### config.mk
export PLATFORM = sky130hd
export DESIGN_NAME = fetch_unit
export DESIGN_NICKNAME = d
export VERILOG_FILES = /design/src/rtl/fetch_unit_pkg.sv /design/src/rtl/fetch_unit_pc_reg.sv /design/src/rtl/fetch_unit.sv
export SDC_FILE = /design/constraint.sdc
export NUM_CORES = 1
export LEC_CHECK = 0
export BUFFER_PORTS_ARGS = -buffer_cell sky130_fd_sc_hd__buf_4
export CORE_MARGIN = 2
export CORE_UTILIZATION = 48
export DETAILED_ROUTE_END_ITERATION = 6
export PLACE_DENSITY = 0.87
export SLEW_MARGIN = 20
export SYNTH_ARGS = -nofsm -noshare
export SYNTH_HDL_FRONTEND = slang
export SYNTH_SLANG_ARGS = --single-unit
### constraint.sdc
create_clock -name clk -period 2.85 [get_ports clk]
set_input_delay 0.1425 -clock clk [delete_from_list [all_inputs] [get_ports clk]]
set_output_delay 0.1425 -clock clk [all_outputs]
set_load 0.005 [all_outputs]
### src/rtl/fetch_unit_pkg.sv
// Shared types and constants for the instruction fetch stage.
package fetch_unit_pkg;

    // Instruction width follows the command-field width of the 16-bit PU.
    localparam int CMDS   = 15;
    localparam int AW_DEF = 16;
    localparam int IW_DEF = CMDS + 1;

    // Fetch sequencer states.
    typedef enum logic [1:0] {
        ST_IDLE  = 2'd0,
        ST_FETCH = 2'd1,
        ST_EXEC  = 2'd2,
        ST_HALT  = 2'd3
    } fetch_state_t;

    // Next-PC source selection.
    typedef enum logic [1:0] {
        PC_HOLD = 2'd0,
        PC_INC  = 2'd1,
        PC_JUMP = 2'd2
    } pc_sel_t;

endpackage

### src/rtl/fetch_unit_pc_reg.sv
// Program counter register with its next-PC mux (hold / increment / jump).
module fetch_unit_pc_reg
    import fetch_unit_pkg::*;
#(
    parameter int            AW       = AW_DEF,
    parameter logic [AW-1:0] RESET_PC = '0
) (
    input  logic          clk,
    input  logic          rst_n,
    input  pc_sel_t       pc_sel,
    input  logic [AW-1:0] jt,
    output logic [AW-1:0] pc
);

    logic [AW-1:0] pc_q;
    logic [AW-1:0] pc_d;

    // Next PC: increment wraps naturally modulo 2^AW.
    always_comb begin
        pc_d = pc_q;
        unique case (pc_sel)
            PC_INC:  pc_d = pc_q + 1'b1;
            PC_JUMP: pc_d = jt;
            default: pc_d = pc_q;
        endcase
    end

    // PC register, asynchronously reset to the boot address.
    always_ff @(posedge clk or negedge rst_n) begin
        if (!rst_n) begin
            pc_q <= RESET_PC;
        end else begin
            pc_q <= pc_d;
        end
    end

    assign pc = pc_q;

endmodule

### src/rtl/fetch_unit.sv
// Instruction fetch stage: sequences memory requests, holds the instruction
// register for the decoder and chooses the next PC from decoder feedback.
module fetch_unit
    import fetch_unit_pkg::*;
#(
    parameter int            AW       = AW_DEF,
    parameter int            IW       = IW_DEF,
    parameter logic [AW-1:0] RESET_PC = '0
) (
    input  logic          clk,
    input  logic          rst_n,
    input  logic          run,
    output logic          imem_req,
    output logic [AW-1:0] imem_addr,
    input  logic          imem_ack,
    input  logic [IW-1:0] imem_rdata,
    output logic [IW-1:0] inst,
    output logic          inst_vld,
    input  logic          h,
    input  logic          pcwe,
    input  logic [AW-1:0] jt,
    output logic [AW-1:0] pc,
    output logic          halted,
    output logic [15:0]   icnt
);

    fetch_state_t  state_q, state_d;
    logic [IW-1:0] inst_q,  inst_d;
    logic [15:0]   icnt_q,  icnt_d;
    pc_sel_t       pc_sel;

    fetch_unit_pc_reg #(
        .AW       (AW),
        .RESET_PC (RESET_PC)
    ) u_pc_reg (
        .clk    (clk),
        .rst_n  (rst_n),
        .pc_sel (pc_sel),
        .jt     (jt),
        .pc     (pc)
    );

    // Next-state, instruction latch, retire count and PC selection.
    // Acks are only honoured in FETCH; run only in IDLE/HALT; decoder
    // feedback only in EXEC, where halt overrides a taken branch.
    always_comb begin
        state_d = state_q;
        inst_d  = inst_q;
        icnt_d  = icnt_q;
        pc_sel  = PC_HOLD;
        unique case (state_q)
            ST_IDLE: begin
                if (run) begin
                    state_d = ST_FETCH;
                end
            end
            ST_FETCH: begin
                if (imem_ack) begin
                    inst_d  = imem_rdata;
                    state_d = ST_EXEC;
                end
            end
            ST_EXEC: begin
                icnt_d = icnt_q + 16'd1;
                if (h) begin
                    state_d = ST_HALT;
                end else if (pcwe) begin
                    pc_sel  = PC_JUMP;
                    state_d = ST_FETCH;
                end else begin
                    pc_sel  = PC_INC;
                    state_d = ST_FETCH;
                end
            end
            ST_HALT: begin
                if (run) begin
                    pc_sel  = PC_INC;
                    state_d = ST_FETCH;
                end
            end
            default: state_d = ST_IDLE;
        endcase
    end

    // State, instruction register and retire counter; reset aborts any fetch.
    always_ff @(posedge clk or negedge rst_n) begin
        if (!rst_n) begin
            state_q <= ST_IDLE;
            inst_q  <= '0;
            icnt_q  <= '0;
        end else begin
            state_q <= state_d;
            inst_q  <= inst_d;
            icnt_q  <= icnt_d;
        end
    end

    // Outputs decode directly from registered state, so reset clears them at once.
    assign imem_req  = (state_q == ST_FETCH);
    assign imem_addr = pc;
    assign inst_vld  = (state_q == ST_EXEC);
    assign halted    = (state_q == ST_HALT);
    assign inst      = inst_q;
    assign icnt      = icnt_q;

endmodule
==> impl_metrics.tcl <==
set metrics [dict create \
    synth_top_area_share 0.484 \
    post-route-period-util 0.836 \
    max_freq_mhz 420 \
    dpl_cell_area_sq_um 3320 \
    chipHeight_microns 77.4 \
    final_area_sq_um 3430 \
    cts.path.max_buffers 2 \
    cp-start-kind "register" \
    worst_clock_skew_ns 0.00623 \
    synth_fa_ha_area_frac 0.0338 \
    gr-usage-met2 0.358 \
    critical_path.endpoint_type "register" \
    synth_compound_area_frac 0.102 \
    grt_pass1_wl_microns 9670 \
    status "finished, final reports clean" \
    diodes 0 \
    vdd_drop_max_uv 523 \
    ant_nets 0 \
    hpwl_microns 4560 \
    muxShareOfSynthArea 0.0904 \
    initial_utilization 0.503 \
    grt_setup_unrepaired "false" \
    cts_buffers 5 \
    ys_seq_elements 50 \
    hold_viol 0 \
    slew_headroom 0.511 \
    yosys-top-cells-count "dfrtp_1, mux2_2, buf_4, nand2_1, o21ai_0" \
    cpPeakStageDelay_ns 0.46 \
    crit_required_ns 3.05 \
    cp_common_cell "ha_1" \
    yosysSeqAreaShare 0.484 \
    critPathKind "register to register" \
    path_depth 9 \
    path_cells "inv_1, ha_1, nor2b_1, a22oi_1, ha_1, clkinv_1, nand2_1, o22ai_1, a311oi_1" \
    vias_per_cell 5.47 \
    grt_max_degree 51 \
    grt_use_total 0.201 \
    synth_top_area_cell "dfrtp_1" \
    fin_nets 383 \
    finalCriticalPeriod_ns 2.38 \
    clk_latency_ns 0.30 \
    syn_area_per_cell_sq_um 10.4 \
    grt_busiest_layer "met2" \
    num_vias 2238 \
    syn_to_final_growth_pct 32.4 \
    yosysMostFrequentCell "dfrtp_1" \
    yosysWarningCount 0 \
    multi_input_area_sq_um 1150 \
    crit_buf_inv 2 \
    wl_microns 5980 \
    dr.first_iter.drc_count 112 \
    tns_ns 0 \
    ys.flop_type "dfrtp_1" \
    met3_usage 0.0547 \
    synth_top_family_by_area "simple AND/OR/NAND/NOR gates" \
    wire_per_inst_microns 14.6 \
    cp.arrival_ns 2.58 \
    io_buffers 104 \
    synth_nets 293 \
    gp_congestion 0.928 \
    synth_edf_count 0 \
    clkSinkCount 50 \
    worst_slack_ns 0.468 \
    die_x_microns 77.4 \
    synth_area_leaders "dfrtp_1, mux2_2, buf_4, xnor2_1, ha_1" \
    async_flop_share 1.00 \
    cts_tree "yes" \
    setup_viol 0 \
    grt_pass1_vias 2101 \
    die_area_sq_um 5990 \
    register_area_sq_um 1250 \
    cts_resized 0 \
    syn_area_sq_um 2590 \
    core_area_sq_um 5140 \
    drv_cap 0 \
    cp_max_fo 10 \
    place_ws_ns 0.510 \
    cts.clk_slew.worst_paths_ns 0.09 \
    cts_root_buf "clkbuf_8" \
    num_rows 26 \
    synthSimpleGateAreaFrac 0.168 \
    syn_inst 248 \
    final-max-slew-violation-count 0 \
    critPathTopFamily "adder cells" \
    synth_xor_xnor_area_share 0.0508 \
    power_density_nw_per_um2 826 \
    min_path_cells 2 \
    tightest_slew_ns 0.732 \
    r2r.worst_path.cells 9 \
    grtUsageMet1 0.238 \
    ys_types 39 \
    antenna_found_initial 0 \
    min_path_type "input pin to register" \
    cp_slowest_cell "ha_1" \
    nFillCells 416 \
    overflow 0 \
    power_leakage_nw 1.58 \
    drc 0 \
    drtPass1Iterations 4 \
    h-tree-depth 2 \
    ios 105 \
    drive_gt1_frac 0.398 \
]
## final cells by class
class                      instances  share of cell area
sequential                        50               0.365
multi-input combinational        165               0.336
timing repair buffer             107               0.235
tap                               70              0.0256
clock buffer                       6              0.0241
inverter                           9             0.00986
clock inverter                     2             0.00365
## sequential cells by signal, indices dropped and copies added, names as in the netlist
| signal | flops |
|---|---|
| icnt | 16 |
| inst | 16 |
| u_pc_reg.pc | 16 |
| state_q | 2 |
## what timing repair did
item	4_1_cts	5_1_grt
hold endpoints to repair	50	0
setup buffers	0	0
hold buffers	1	0
## layout by cell type (no fill, tap or decap), types with 9 or more instances in the layout
cell type	Yosys	layout
buf_4	16	106
nand2_1	16	16
o21ai_0	14	14
nand3_1	9	9
mux2_2	19	19
dfrtp_1	50	50
xnor2_1	11	11
nor2_1	13	13
## routing by layer
layer  up-vias  wire length (microns)  part of all wire
met5         -                      0                 0
met4         0                     57            0.0095
met3         8                    495             0.083
met2       106                   3010              0.50
met1      1074                   2420              0.40
li1       1050                      -                 -
## cell families after synthesis
family,after synthesis
AND/OR/NAND/NOR,80
flip-flops,50
AO/OA/AOI/OAI,42
buffers and inverters,33
multiplexers,21
XOR/XNOR,15
adder cells (fa/ha/maj),7
## metrics by stage
step / power [mW] / std cells / hold slack (ns) / util
floorplan: 1.82 / 248 / -0.153 / -
global placement: 2.37 / 400 / 0.205 / 0.646
detailed placement: 2.43 / 400 / 0.203 / 0.646
CTS: 2.86 / 409 / 0.0553 / 0.667
global route: 3.04 / 409 / 0.0502 / 0.667
finish: 2.83 / 409 / 0.0682 / 0.667
## final timing paths
kind	startpoint	endpoint	slack (ns)
max	state_q[0]$_DFFE_PN0P_	u_pc_reg.pc[13]$_DFFE_PN0P_	0.47
min	imem_rdata[9]	inst[9]$_DFFE_PN0P_	0.07
max reg2reg	state_q[0]$_DFFE_PN0P_	u_pc_reg.pc[13]$_DFFE_PN0P_	0.47
min reg2reg	icnt[13]$_DFFE_PN0N_	icnt[13]$_DFFE_PN0N_	0.50
max in group asynchronous	rst_n	inst[15]$_DFFE_PN0P_	2.02
min in group asynchronous	rst_n	u_pc_reg.pc[13]$_DFFE_PN0P_	0.40
## power by group
part | switching (mW) | internal, mW
clock network | 0.229 | 0.195
registers | 0.264 | 0.947
logic | 0.482 | 0.714
Power figures use the tool's default switching activity.
